**src/rtl/rr_arbiter4_if.sv**
```systemverilog
// rr_arbiter4_if: request/grant bundle between four requesters and rr_arbiter4.
//   req      4  request per requester, held while ownership is wanted
//   gnt      4  registered one-hot grant, zero when idle
//   gnt_id   2  encoded index of the granted requester, zero when idle
//   gnt_vld  1  high while a grant is active
//   timeout  1  one-cycle pulse on a forced release
// Modports: master = requester side, slave = arbiter side.
interface rr_arbiter4_if;
  logic [3:0] req;
  logic [3:0] gnt;
  logic [1:0] gnt_id;
  logic       gnt_vld;
  logic       timeout;

  modport master (output req, input gnt, gnt_id, gnt_vld, timeout);
  modport slave  (input req, output gnt, gnt_id, gnt_vld, timeout);
endinterface

```
**src/rtl/rr_arbiter4.sv**
```systemverilog
// rr_arbiter4: 4-requester round-robin arbiter for a single-owner resource.
// A grant is held for as long as the owner keeps its request high; on release the
// priority pointer moves to the requester after the owner, and at least one idle
// cycle always separates consecutive grants.
// Ports:
//   clk    rising-edge clock
//   rst_n  asynchronous active-low reset
//   bus    rr_arbiter4_if.slave (req in; gnt, gnt_id, gnt_vld, timeout out)
// Parameters:
//   HOLD_MAX  busy cycles before a forced release (timeout build only)
//   CW        hold counter width, 2**CW must exceed HOLD_MAX
// Build option: define ARB_TIMEOUT_EN to enable the hold counter and forced release.
// Without it, timeout is tied low and an owner may hold the grant forever.
//
// state | meaning
// ------+-------------------------------------------------------------
// IDLE  | no grant; arbitrate among pending requests starting at ptr
// BUSY  | grant held by owner until its request drops (or timeout)
module rr_arbiter4 #(
  parameter int HOLD_MAX = 15,
  parameter int CW       = 4
) (
  input  logic            clk,
  input  logic            rst_n,
  rr_arbiter4_if.slave    bus
);

  if ((2 ** CW) <= HOLD_MAX) begin : g_bad_cw
    $error("rr_arbiter4: CW too narrow for HOLD_MAX");
  end

  typedef enum logic {IDLE = 1'b0, BUSY = 1'b1} state_t;

  state_t     state, state_nxt;
  logic [1:0] ptr, ptr_nxt;
  logic [1:0] owner, owner_nxt;
  logic [3:0] gnt_q, gnt_nxt;
  logic [1:0] gnt_id_q, gnt_id_nxt;
  logic       gnt_vld_q, gnt_vld_nxt;

  // Rotating priority scan: first set request at ptr, ptr+1, ptr+2, ptr+3.
  logic       found;
  logic [1:0] win;
  logic [1:0] idx;

  always_comb begin
    found = 1'b0;
    win   = ptr;
    idx   = ptr;
    for (int k = 0; k < 4; k++) begin
      idx = ptr + 2'(k);
      if (!found && bus.req[idx]) begin
        found = 1'b1;
        win   = idx;
      end
    end
  end

`ifdef ARB_TIMEOUT_EN
  localparam logic [CW-1:0] CNT_MAX = CW'(HOLD_MAX);

  logic [CW-1:0] cnt, cnt_nxt;
  logic          timeout_q, timeout_nxt;
  logic          others_pending;

  assign others_pending = |(bus.req & ~(4'b0001 << owner));
`endif

  always_comb begin
    state_nxt   = state;
    ptr_nxt     = ptr;
    owner_nxt   = owner;
    gnt_nxt     = gnt_q;
    gnt_id_nxt  = gnt_id_q;
    gnt_vld_nxt = gnt_vld_q;
`ifdef ARB_TIMEOUT_EN
    cnt_nxt     = cnt;
    timeout_nxt = 1'b0;
`endif
    case (state)
      IDLE: begin
        if (found) begin
          state_nxt   = BUSY;
          owner_nxt   = win;
          gnt_nxt     = 4'b0001 << win;
          gnt_id_nxt  = win;
          gnt_vld_nxt = 1'b1;
`ifdef ARB_TIMEOUT_EN
          cnt_nxt     = '0;
`endif
        end
      end
      BUSY: begin
        if (!bus.req[owner]) begin
          state_nxt   = IDLE;
          ptr_nxt     = owner + 2'd1;
          gnt_nxt     = 4'b0000;
          gnt_id_nxt  = 2'd0;
          gnt_vld_nxt = 1'b0;
        end
`ifdef ARB_TIMEOUT_EN
        // Voluntary release above takes precedence, so timeout stays low then.
        else if ((cnt == CNT_MAX) && others_pending) begin
          state_nxt   = IDLE;
          ptr_nxt     = owner + 2'd1;
          gnt_nxt     = 4'b0000;
          gnt_id_nxt  = 2'd0;
          gnt_vld_nxt = 1'b0;
          timeout_nxt = 1'b1;
        end else if (cnt != CNT_MAX) begin
          cnt_nxt = cnt + 1'b1;
        end
`endif
      end
      default: state_nxt = IDLE;
    endcase
  end

  always_ff @(posedge clk or negedge rst_n) begin
    if (!rst_n) begin
      state     <= IDLE;
      ptr       <= 2'd0;
      owner     <= 2'd0;
      gnt_q     <= 4'b0000;
      gnt_id_q  <= 2'd0;
      gnt_vld_q <= 1'b0;
    end else begin
      state     <= state_nxt;
      ptr       <= ptr_nxt;
      owner     <= owner_nxt;
      gnt_q     <= gnt_nxt;
      gnt_id_q  <= gnt_id_nxt;
      gnt_vld_q <= gnt_vld_nxt;
    end
  end

`ifdef ARB_TIMEOUT_EN
  always_ff @(posedge clk or negedge rst_n) begin
    if (!rst_n) begin
      cnt       <= '0;
      timeout_q <= 1'b0;
    end else begin
      cnt       <= cnt_nxt;
      timeout_q <= timeout_nxt;
    end
  end

  assign bus.timeout = timeout_q;
`else
  assign bus.timeout = 1'b0;
`endif

  assign bus.gnt     = gnt_q;
  assign bus.gnt_id  = gnt_id_q;
  assign bus.gnt_vld = gnt_vld_q;

endmodule
```
**src/flat_wrapper.sv**
```systemverilog
// flat-port wrapper written by rule: the top's interface ports become plain ports
module rr_arbiter4_flat 
#(
  parameter int HOLD_MAX = 15,
  parameter int CW       = 4
)
  (clk, rst_n, bus_req, bus_gnt, bus_gnt_id, bus_gnt_vld, bus_timeout);
  rr_arbiter4_if bus_i ();
  input  logic clk;
  input  logic rst_n;
  input wire logic [$bits(bus_i.req)-1:0] bus_req;
  output wire logic [$bits(bus_i.gnt)-1:0] bus_gnt;
  output wire logic [$bits(bus_i.gnt_id)-1:0] bus_gnt_id;
  output wire logic [$bits(bus_i.gnt_vld)-1:0] bus_gnt_vld;
  output wire logic [$bits(bus_i.timeout)-1:0] bus_timeout;
  assign bus_i.req = bus_req;
  assign bus_gnt = bus_i.gnt;
  assign bus_gnt_id = bus_i.gnt_id;
  assign bus_gnt_vld = bus_i.gnt_vld;
  assign bus_timeout = bus_i.timeout;
  rr_arbiter4 #(.HOLD_MAX(HOLD_MAX), .CW(CW)) u_core (.clk(clk), .rst_n(rst_n), .bus(bus_i));
endmodule
```
**config.mk**
```make
export PLATFORM = sky130hd
export DESIGN_NAME = rr_arbiter4_flat
export DESIGN_NICKNAME = d
export VERILOG_FILES = /design/src/rtl/rr_arbiter4_if.sv /design/src/rtl/rr_arbiter4.sv /design/src/flat_wrapper.sv
export SDC_FILE = /design/constraint.sdc
export NUM_CORES = 1
export LEC_CHECK = 0
export ABC_AREA = 1
export CORE_ASPECT_RATIO = 0.8
export CORE_MARGIN = 3
export CORE_UTILIZATION = 40
export DETAILED_ROUTE_END_ITERATION = 8
export GPL_ROUTABILITY_DRIVEN = 1
export SYNTH_ARGS = -nofsm -noshare
export SYNTH_HDL_FRONTEND = slang
export SYNTH_SLANG_ARGS = --single-unit
```
**constraint.sdc**
```tcl
create_clock -name clk -period 4.4 [get_ports clk]
set_input_delay 0.44 -clock clk [delete_from_list [all_inputs] [get_ports clk]]
set_output_delay 0.44 -clock clk [all_outputs]
set_load 0.02 [all_outputs]
```
# Yosys cells after proc, flatten, opt, wreduce, memory -nomap -nowiden
# Cells that the tools add are included.
classes:
  n_shift: 1
  order_cmp: 5
  eq_ne: 2
  addsub: 4
  muxes: 29
  n_bitwise: 2
  n_reduce_logical: 9
ops:
  columns: ["op", "n"]
  rows:
  - ["2-bit by 3-bit < comparator with 1-bit output, second input constant", 5]
  - ["1-bit two-way mux", 13]
  - ["1-bit binary-select mux with 2-bit select", 5]
  - ["2-bit two-way mux", 5]
  - ["4-bit two-way mux", 2]
  - ["4-bit case mux with 2 select lines", 1]
  - ["2-bit AND reduction", 3]
  - ["2-bit by 1-bit adder with 2-bit output, second input constant", 2]
  - ["2-bit adder, second input constant", 2]
  - ["1-bit case mux with 2 select lines", 2]
  - ["2-bit case mux with 2 select lines", 1]
  - ["1-bit by 2-bit << shifter with 4-bit output, first input constant", 1]
  - ["1-bit logical AND", 3]
  - ["1-bit zero test", 3]
  - ["2-bit by 1-bit != test with 1-bit output, second input constant", 1]
  - ["2-bit != test, second input constant", 1]
  - ["1-bit NOT", 2]
totals:
  output_inout_bits: 8
  word_cells: 58
  register_bits: 12

# Longest topological paths before layout
# Gate-level depths: netlist of run 1.
depth:
  ltp_word: 15
  depth_mapped: 15
  mapped_depth_nobuf: 14

# Least setup slack after synthesis of run 1
# No wires, ideal clock.
synth_timing:
  path_kind: "reg2reg"
  from: "reg u_core.ptr[0]"
  to: "reg u_core.gnt_q[3] (netlist: u_core.bus.gnt[3])"
  period_less_slack_ns: 1.470
  path_slack_ns: 2.930
  t_required_ns: 4.284
  n_path_buf: 1
  arrival_time_ns: 1.354
  stages_incl_launch_ff: 12
  path_cell_list: "dfrtp_1 buf_4 nand2_1 nand3_2 nand2_2 nand3_2 nor2_4 nor2_8 inv_4 nor2_4 nand2_1 nand2_1"
synth_between:
  elab_chain_len: 15
  word_cells_on_any_way: 29
  classes_between: "add/sub: 3; eq/ne: 1; shift: 1; mux: 17; reduce/logical: 7"
synth_lines:
  columns: ["item", "line", "source"]
  rows:
  - ["start, declared", "rr_arbiter4.sv:35", "logic [1:0] ptr, ptr_nxt;"]
  - ["start signal, assigned", "rr_arbiter4.sv:129", "ptr <= ptr_nxt;"]
  - ["parallel branches: the longest is 15 deep, another holds 2-bit by 1-bit adder with 2-bit output", null, null]
  - ["end signal, assigned", "rr_arbiter4.sv:131", "gnt_q <= gnt_nxt;"]
  - ["end, declared", "rr_arbiter4.sv:37", "logic [3:0] gnt_q, gnt_nxt;"]
# Several ways; the timed one is not identified. The select of a mux whose other input is x is not followed.
# A chain may end at the register's enable or synchronous reset.

# Worst setup path after layout of run 1
layout_timing:
  from: "reg u_core.ptr[0]"
  to: "reg u_core.gnt_id_q[1] (netlist: u_core.bus.gnt_id[1])"
layout_between:
  elab_chain_len: 14
  word_cells_on_any_way: 28
  classes_between: "add/sub: 3; eq/ne: 1; mux: 17; reduce/logical: 7"
layout_lines:
  columns: ["item", "line", "source"]
  rows:
  - ["parallel branches: the longest is 14 deep, another holds 2-bit by 1-bit adder with 2-bit output", null, null]
  - ["end signal, assigned", "rr_arbiter4.sv:132", "gnt_id_q <= gnt_id_nxt;"]
  - ["end, declared", "rr_arbiter4.sv:38", "logic [1:0] gnt_id_q, gnt_id_nxt;"]
# Several ways; the timed one is not identified. The select of a mux whose other input is x is not followed.

==> metrics.md, run 1 <==
| Metric | Value |
|---|---|
| Status | `finished, final reports clean` |
| Asr flop ratio synth | `1.00` |
| Initial antenna violation count | `0` |
| IO Pins | `14` |
| Routability congestion estimate | `0.816` |
| PostCTS Resize Cnt | `0` |
| Syn_area_per_cell | `7.03 sq um` |
| Top area cells in the synthesized netlist | `dfrtp_1 (31%), nand2_1 (23%), nand2_2 (9.1%)` |
| Initial Util | `0.435` |
| GRT overflow | `0` |
| Fmax | `0.535 GHz` |
| Cts hold-fix bufs | `0` |
| Hold Crit Class | `flip-flop to flip-flop` |
| Hold slack final | `0.476 ns` |
| Sw Share | `0.551` |
| Worst-Margin Slew | `0.545 ns` |
| Drt total wl | `2.00 mm` |
| Diodes inserted | `0` |
| Cells after Synth | `137` |
| Nets@finish | `about 160` |
| DRC violations left | `0` |
| P_sw | `0.509 mW` |
| Per-cell routed wire length | `between 10 and 15 um` |
| Cts bufs inserted | `3` |
| Most instantiated library cell after synthesis | `nand2_1` |
| RSZ-0062 raised after global routing | `false` |
| Worst Path Arrival | `2.03 ns` |
| Worst-Skew Late Latency | `roughly 0.27 ns` |
| Die Span Y | `49.9 um` |
| Clock Root Buffer | `clkbuf_4` |
| Max-cap viol count | `0` |
| Pwr per Cell Area | `around 830 nW/um^2` |
| Relative slew slack | `0.635` |
| Worst clock skew | `0.000841 ns` |
| Pleak | `a little under 0.6 nW` |
| Seq pwr share | `0.235` |
| Worst endpoint required time | `4.56 ns` |
| Post-synthesis sequential area ratio | `0.312` |
| Largest net degree at the start of global routing | `14` |
| Core box area | `2210 sq um` |
| First-pass GRT wire length | `3.53 mm` |
| CP Max Fanout | `13` |
| Maximum vdd drop | `0.285 mV` |
| Synth Register Bits | `12` |
| Min setup slack post-route | `2.53 ns` |
| Tot GR Track Use | `0.156` |
| Synthesized Nets | `143` |
| Final min period | `between 1.5 and 2 ns` |
| Final hold vios | `0` |
| 1st-pass router iterations | `4` |
| Crit path cell chain | `inv_2 -> nand2_1 -> nand2_1 -> nand2_1 -> nand2_2 -> nand2_2 -> nand2_1 -> nand3_1 -> nand2_1 -> nand2_1 -> nand2_1 -> nand2_1 -> nand2_1` |
| Post-synth EDFFs | `0` |
| Deepest clock path buffer count | `2` |
| Placed insts | `171` |
| Slowest CP cell | `dfrtp_1` |
| Post-Layout Cell Count | `between 150 and 200` |
| Sink Count | `12` |
| # H-tree levels | `1` |
| CTS tree | `done` |
| Buffers on Ports | `12` |
| Tcrit/Tclk final | `0.425` |
| Setup Buffers After CTS | `0` |
| Most Frequent Cell on Critical Path | `nand2_1` |
| Number of DRC markers in iteration 0 | `33` |
| Dominant cell type by area after synthesis | `dfrtp_1` |
| Reg clk slew, reported paths | `about 0.070 ns` |
| Die X-Extent | `60.9 um` |
| Full die area | `between 3000 and 4000 sq um` |
| Clock network fraction of total power | `0.072` |
| Slew Limit Fails | `0` |
| P_int | `~0.42 mW` |
| Distinct cells, synth | `21` |
| Vias | `885` |
| Post-route ant nets | `0` |
| Slowest stage delay, CP | `0.59 ns` |
| Post-DR vias/cell | `5.09` |
| Setup TNS Final | `0 ns` |
| Comb pwr share | `0.693` |
| WS Path Type | `flip-flop to flip-flop` |
| Layout area overhead | `15.3%` |
| Vias in the first global route | `779` |
| Synth warn | `0` |
| Synth top cells by count | `nand2_1 (58), nand2_2 (14), dfrtp_1 (12), nand3_1 (12), inv_1 (8)` |
| Endpoints failing setup | `0` |
| Synth top area share | `0.312` |
| Share of layout cells above drive strength 1 | `0.228` |
| Startpoint Class | `flip-flop` |
| Synth Cell Area | `about 960 sq um` |
| Fillers | `223` |
| Rows | `15` |
| Setup slack at placement | `2.38 ns` |
| Dpl hpwl | `1.58 mm` |
| Primary FF master, synth | `dfrtp_1` |
| Worst setup EP type | `flip-flop` |
cells by family (layout without fill, tap and decap cells):
logic type | Yosys count | count (layout) | share of synthesized area
AND/OR/NAND/NOR | 100 | 100 | 0.536
other | 1 | 1 | 0.00389
flip-flops | 12 | 12 | 0.312
buffers and inverters | 16 | 28 | 0.0805
AO/OA/AOI/OAI | 8 | 8 | 0.0675
metrics by stage:
| stage | util | total power [mW] | cell area (sq um) |
|---|---|---|---|
| after floorplan | - | 0.732 | 963 |
| after global placement | 0.492 | 0.861 | 1090 |
| after detailed placement | 0.492 | 0.859 | 1090 |
| after CTS | 0.502 | 0.930 | 1110 |
| after global routing | 0.502 | 1.02 | 1110 |
| final | 0.502 | 0.925 | 1110 |
per-layer routing:
| metal | vias up | track usage | part of all wire | routed length (um) |
|---|---|---|---|---|
| met1 | 400 | 0.235 | 0.52 | 1040 |
| li1 | 459 | - | - | - |
| met2 | 24 | 0.210 | 0.43 | 849 |
| met5 | - | 0 | 0 | 0 |
| met3 | 2 | 0.0550 | 0.048 | 95 |
| met4 | 0 | 0.0325 | 0.0075 | 15 |
flip-flops by register name, indices dropped and copies added (netlist names):
signal              flops
u_core.bus.gnt_vld      1
u_core.bus.gnt          4
u_core.ptr              2
u_core.owner            2
u_core.state            1
u_core.bus.gnt_id       2
power by group through the flow:
stage	clock network, mW	registers (mW)	logic, mW
final	0.0668	0.217	0.640
after floorplan	0	0.227	0.505
after global routing	0.0770	0.226	0.722
after detailed placement	0	0.219	0.640
after CTS	0.0697	0.216	0.644
after global placement	0	0.219	0.641
final timing paths:
| check | from | endpoint | slack (ns) | cells after the start |
|---|---|---|---|---|
| min in group asynchronous | rst_n | u_core.bus.gnt[3]$_DFFE_PN0P_ | 0.52 | 1 |
| worst max register to register | u_core.ptr[0]$_DFFE_PN0P_ | u_core.bus.gnt_id[1]$_DFFE_PN0P_ | 2.53 | 13 |
| worst min register to register | u_core.bus.gnt_vld$_DFFE_PN0P_ | u_core.bus.gnt_vld$_DFFE_PN0P_ | 0.48 | 2 |
| worst min-delay path | u_core.bus.gnt_vld$_DFFE_PN0P_ | u_core.bus.gnt_vld$_DFFE_PN0P_ | 0.48 | 2 |
| worst max-delay path | u_core.ptr[0]$_DFFE_PN0P_ | u_core.bus.gnt_id[1]$_DFFE_PN0P_ | 2.53 | 13 |
| max in group asynchronous | rst_n | u_core.bus.gnt_id[0]$_DFFE_PN0P_ | 3.52 | 1 |
critical path: cells and delay by family, from the launching register on:
| kind | cells | cell delay, ns |
|---|---|---|
| simple gates | 12 | 0.94 |
| flops | 1 | 0.59 |
| buf+inv | 1 | 0.21 |
area by class of cell:
cell class	count	area, sq um	area share
multi-input cells	109	586	0.527
flip-flops and latches	12	300	0.270
repair buffers	12	120	0.108
inverters	13	51.3	0.0462
well taps	25	31.3	0.0282
clock buffers	3	22.5	0.0203
cell usage in the layout (no fill, tap or decap), drive strengths merged:
cell	instances
a221oi	1
clkbuf	3
a21oi	2
dfrtp	12
o21ai	5
nor2	8
nand4	3
clkdlybuf4s50	12
nand3	15
conb	1
nand2	74
inv	13
Power figures use the tool's default switching activity.
==> run 2: changes to the inputs <==
- clock period: 4.4 -> 1.85 ns (I/O delays scaled with it)
==> run 2 against run 1 <==
  * Register-to-register slack got worse by 2.4 ns
  * Power rose by 150%
  * Clock skew is 0.0023 ns higher
  * Sequential power up 130%
  * Largest cell class unchanged
  * Critical endpoint is now u_core.bus.gnt[3]$_DFFE_PN0P_
==> metrics.md, run 2 (synthesis results as in run 1) <==
| Metric | Value |
|---|---|
| GRT overflow | `0` |
| CTS tree | `done` |
| Vias in the first global route | `798` |
| Endpoints failing setup | `0` |
| Setup Buffers After CTS | `0` |
| Max-cap viol count | `0` |
| Slew Limit Fails | `0` |
| Drt total wl | `1.95 mm` |
| WS Path Type | `flip-flop to flip-flop` |
| Final Util | `0.520` |
| Initial Util | `0.435` |
| Reg clk slew, reported paths | `0.07 ns` |
| Cell count along the critical path | `11` |
| Dpl hpwl | `1.60 mm` |
| Placed insts | `174` |
| Diodes inserted | `0` |
| Register-to-Register Path Depth | `11` |
| Routability congestion estimate | `0.730` |
| Max FFs per register | `4` |
| Number of DRC markers in iteration 0 | `33` |
| Largest net degree at the start of global routing | `13` |
| Most frequent cells in the layout | `nand2_1 (58), nand2_2 (14), nand3_1 (12), clkdlybuf4s50_1 (12), dfrtp_1 (12)` |
| Min setup slack post-route | `roughly 0.17 ns` |
| Status | `finished, final reports clean` |
| Cts bufs inserted | `3` |
| IO Pins | `14` |
| Final hold vios | `0` |
| Rows | `15` |
| Slowest CP cell | `dfrtp_1` |
| Post-route ant nets | `0` |
| Worst r2r src | `u_core.ptr[1]$_DFFE_PN0P_` |
| Slowest stage delay, CP | `0.50 ns` |
| Worst-Margin Slew | `0.510 ns` |
| Per-cell routed wire length | `10.9 um` |
| Final min period | `~1.7 ns` |
| Post-route cell area | `1150 sq um` |
| Die X-Extent | `around 61 um` |
| Initial antenna violation count | `0` |
| Worst clock skew | `0.00314 ns` |
| Maximum vdd drop | `0.738 mV` |
| Relative slew slack | `0.659` |
| Post-DR vias/cell | `4.88` |
| Worst Path Arrival | `1.89 ns` |
| Layout area overhead | `19.6%` |
| Tot Pwr | `2.31 mW` |
| 1st-pass router iterations | `4` |
| Tcrit/Tclk final | `0.907` |
| Worst-Skew Late Latency | `0.27 ns` |
| # H-tree levels | `1` |
| Share of layout cells above drive strength 1 | `0.248` |
| Crit path from | `u_core.ptr[1]$_DFFE_PN0P_` |
| Core box area | `2210 sq um` |
| Vias | `between 800 and 900` |
| Worst setup EP type | `flip-flop` |
| Nets@finish | `160` |
| Crit path cell chain | `inv_4 -> nand2_1 -> nand2_2 -> nand2_2 -> nand2_4 -> nand4_1 -> nand2_1 -> nand2_2 -> nor2_4 -> nand2_1 -> nand2_1` |
| Deepest clock path buffer count | `2` |
| Pleak | `around 0.60 nW` |
| Full die area | `between 3000 and 4000 sq um` |
| Setup TNS Final | `0 ns` |
| Startpoint Class | `flip-flop` |
| Area occupied by registers | `300 sq um` |
| Crit-path leading delay family | `simple AND/OR/NAND/NOR gates` |
| CP Max Fanout | `9` |
| Area of placed instances | `1110 sq um` |
| Buffers on Ports | `12` |
| Tot GR Track Use | `0.149` |
| Reg2Reg Setup Slack | `0.17 ns` |
| RSZ-0062 raised after global routing | `false` |
| Die Span Y | `49.9 um` |
| DRC violations left | `0` |
| Sink Count | `12` |
| Multi-input gate area | `between 500 and 600 sq um` |
| Worst endpoint required time | `2.06 ns` |
| First-pass GRT wire length | `3.50 mm` |
| Hold Crit Class | `primary input to async pin` |
| Fmax | `0.596 GHz` |
| Hold slack final | `around 0.25 ns` |
| Most Frequent Cell on Critical Path | `nand2_1` |
| Pwr per Cell Area | `2000 nW/um^2` |
| Post-Layout Cell Count | `178` |
| Fillers | `218` |
| Setup slack at placement | `0.101 ns` |
| Commonest non-fill, non-tap cell in the layout | `nand2_1` |
| Clock Root Buffer | `clkbuf_4` |
| Buf+Inv Stages, Crit Path | `1` |
[run 2: final cells by class]
type / count / share of cell area
Multi-Input combinational cell: 109 / 0.508
Sequential cell: 12 / 0.261
Timing Repair Buffer: 15 / 0.124
Inverter: 13 / 0.0489
Clock buffer: 4 / 0.0315
Tap cell: 25 / 0.0271
[run 2: worst paths after layout]
| kind | end |
|---|---|
| worst min register to register | u_core.bus.gnt_id[1]$_DFFE_PN0P_ |
| min in group clk | u_core.bus.gnt_id[1]$_DFFE_PN0P_ |
| worst max-delay path | u_core.bus.gnt[3]$_DFFE_PN0P_ |
| max in group asynchronous | u_core.bus.gnt_id[1]$_DFFE_PN0P_ |
| worst max register to register | u_core.bus.gnt[3]$_DFFE_PN0P_ |
| worst min-delay path | u_core.bus.gnt[2]$_DFFE_PN0P_ |
[run 2: repair_timing]
item	CTS	global route
hold buffers	0	0
resized for setup	0	2
endpoints found under the setup margin	0	5
[run 2: metal layers]
layer / GRT usage / vias to the layer above / wire length, um / share of wire
li1: - / 465 / - / -
met1: 0.225 / 387 / 1020 / 0.53
met2: 0.206 / 17 / 827 / 0.43
met3: 0.0471 / 0 / 94 / 0.048
met4: 0.0253 / 0 / 0 / 0
met5: 0 / - / 0 / 0
[run 2: power breakdown]
| part | switching, mW | internal (mW) | total, mW |
|---|---|---|---|
| registers | 0.125 | 0.377 | 0.502 |
| logic | 1.02 | 0.581 | 1.60 |
| clock network | 0.0858 | 0.120 | 0.205 |
| total | 1.23 | 1.08 | 2.31 |
[run 2: worst reg2reg max path: stages (launching register included)]
cell     delay [ns]
dfrtp_1        0.50
inv_4          0.17
nand2_1        0.08
nand2_2        0.10
nand2_2        0.07
nand2_4        0.08
nand4_1        0.16
nand2_1        0.13
nand2_2        0.09
nor2_4         0.12
nand2_1        0.07
nand2_1        0.06
==> run 3: changes to the inputs <==
- SETUP_SLACK_MARGIN: unset -> 0.3
==> run 3 against run 2 <==
  * Sequential share of layout area shrank 5.6 points
  * Utilization is 15 points higher
  * Combinational power increased by 49%
  * Largest power group unchanged
  * Setup slack improved by 0.050 ns
  * Power grew 34%
  * Critical path type unchanged
  * Clock skew barely moved
==> metrics.md, run 3 (synthesis results as in run 1) <==
| Metric | Value |
|---|---|
| P_sw | `1.59 mW` |
| CP Max Fanout | `6` |
| Vias in the first global route | `945` |
| Per-cell routed wire length | `13.0 um` |
| Status | `finished, final reports clean` |
| Hold Crit Class | `primary input to async pin` |
| Core box area | `2210 sq um` |
| Worst-Skew Late Latency | `0.27 ns` |
| Placed insts | `174` |
| CTS tree | `done` |
| DRC violations left | `0` |
| GRT overflow | `0` |
| Reg2Reg Setup Slack | `0.22 ns` |
| Worst endpoint required time | `around 2.0 ns` |
| Die X-Extent | `60.9 um` |
| Tcrit/Tclk final | `0.880` |
| Pwr per Cell Area | `2090 nW/um^2` |
| Setup slack at placement | `0.101 ns` |
| Nets@finish | `around 180` |
| Max-cap viol count | `0` |
| 1st-pass router iterations | `4` |
| Share of layout cells above drive strength 1 | `0.462` |
| RSZ-0062 raised after global routing | `true` |
| P_int | `1.51 mW` |
| First-pass GRT wire length | `4.24 mm` |
| Worst setup path end | `u_core.bus.gnt[2]$_DFFE_PN0P_` |
| Worst r2r src | `u_core.ptr[0]$_DFFE_PN0P_` |
| Full die area | `3040 sq um` |
| Largest net degree at the start of global routing | `13` |
| RR Endpoint | `u_core.bus.gnt[2]$_DFFE_PN0P_` |
| Worst clock skew | `0.00304 ns` |
| Pleak | `0.768 nW` |
| Clock Root Buffer | `clkbuf_4` |
| Sw Share | `0.513` |
| Post-route ant nets | `0` |
| Deepest clock path buffer count | `2` |
| Buffers on Ports | `12` |
| Crit path from | `u_core.ptr[0]$_DFFE_PN0P_` |
| Diodes inserted | `0` |
| Fillers | `179` |
| Cts bufs inserted | `3` |
| Most frequent cells in the layout | `nand2_1 (40), nand2_4 (17), nand2_2 (17)` |
| Worst Path Arrival | `1.80 ns` |
| Worst setup EP type | `flip-flop` |
| Initial antenna violation count | `0` |
| Post-Layout Cell Count | `194` |
| Setup TNS Final | `0 ns` |
| Seq pwr share | `0.165` |
| Commonest non-fill, non-tap cell in the layout | `nand2_1` |
| Post-DR vias/cell | `5.11` |
| Register-to-Register Path Depth | `10` |
| Worst-Margin Slew | `0.540 ns` |
| Final hold vios | `0` |
| Area of placed instances | `1110 sq um` |
| Dpl hpwl | `1.60 mm` |
| Final Util | `0.669` |
| Drt total wl | `2.51 mm` |
| Layout area overhead | `53.9%` |
| IO Pins | `14` |
| Endpoints failing setup | `0` |
| Post-route cell area | `1480 sq um` |
| Min setup slack post-route | `0.222 ns` |
| Comb pwr share | `0.768` |
| Vias | `992` |
| Startpoint Class | `flip-flop` |
| Final min period | `1.63 ns` |
| Tot GR Track Use | `0.181` |
| # H-tree levels | `1` |
| Sink Count | `12` |
| Slew Limit Fails | `0` |
| WS Path Type | `flip-flop to flip-flop` |
| Maximum vdd drop | `1.05 mV` |
| Number of DRC markers in iteration 0 | `27` |
| Rows | `15` |
| Die Span Y | `49.9 um` |
| Routability congestion estimate | `between 0.7 and 0.8` |
| Max FFs per register | `4` |
| Cts hold-fix bufs | `0` |
| Initial Util | `0.435` |
| Clock network fraction of total power | `0.067` |
| Fmax | `0.614 GHz` |
| Reg clk slew, reported paths | `0.07 ns` |
| Relative slew slack | `0.639` |
run 3: final cells by class:
class                           instances  area [sq um]  share of cell area
Timing Repair Buffer                   30           294               0.198
Sequential cell                        12           303               0.204
Inverter                               13          58.8              0.0397
Tap cell                               25          31.3              0.0211
Multi-Input combinational cell        109           753               0.508
Clock buffer                            4          36.3              0.0245
Timing Repair inverter                  1          6.26             0.00422
run 3: worst min-delay path by stage:
stage | startpoint | slack, ns | depth (start not counted) | endpoint
2_1_floorplan | rst_n | -0.11 | 0 | u_core.bus.gnt[0]$_DFFE_PN0P_
3_3_place_gp | u_core.bus.gnt_vld$_DFFE_PN0P_ | 0.46 | 2 | u_core.bus.gnt_vld$_DFFE_PN0P_
3_5_place_dp | u_core.bus.gnt_vld$_DFFE_PN0P_ | 0.47 | 2 | u_core.bus.gnt_vld$_DFFE_PN0P_
4_1_cts | rst_n | 0.26 | 1 | u_core.bus.gnt[2]$_DFFE_PN0P_
5_1_grt | rst_n | 0.28 | 1 | u_core.bus.gnt[3]$_DFFE_PN0P_
6_report | rst_n | 0.26 | 1 | u_core.bus.gnt[3]$_DFFE_PN0P_
run 3: power groups by stage:
stage	sequential, mW	combinational, mW	clock [mW]
finish	0.512	2.38	0.206
floorplan	0.541	1.20	0
CTS	0.525	2.04	0.215
global placement	0.500	1.60	0
detailed placement	0.501	1.60	0
global route	0.529	2.59	0.230
run 3: metal layers:
metal  track usage  share of wire  wire, um  vias up
li1              -              -         -      494
met1         0.256           0.51      1280      478
met2         0.269           0.46      1150       18
met3        0.0602          0.025        63        2
met4        0.0289         0.0056        14        0
met5             0              0         0        -
run 3: metrics by stage:
step	hold WS [ns]	power (mW)
global route	0.281	3.35
finish	0.259	3.10
floorplan	-0.111	1.74
global placement	0.463	2.10
CTS	0.264	2.78
detailed placement	0.470	2.10
run 3: critical path: stages, from the launching register on:
cell	delay, ns
dfrtp_2	0.49
buf_6	0.17
nand2_4	0.08
nand3_4	0.07
nand2_4	0.12
nand3_4	0.09
nor2_4	0.15
nor2_8	0.08
buf_4	0.14
nand4_1	0.09
nand2_1	0.05
run 3: what timing repair did:
item / in CTS / in global routing
buffers inserted: 12 / 3
cloned: 1 / 0
gates resized for setup: 30 / 22
pin swaps: 25 / 12
setup endpoints to repair: 9 / 12
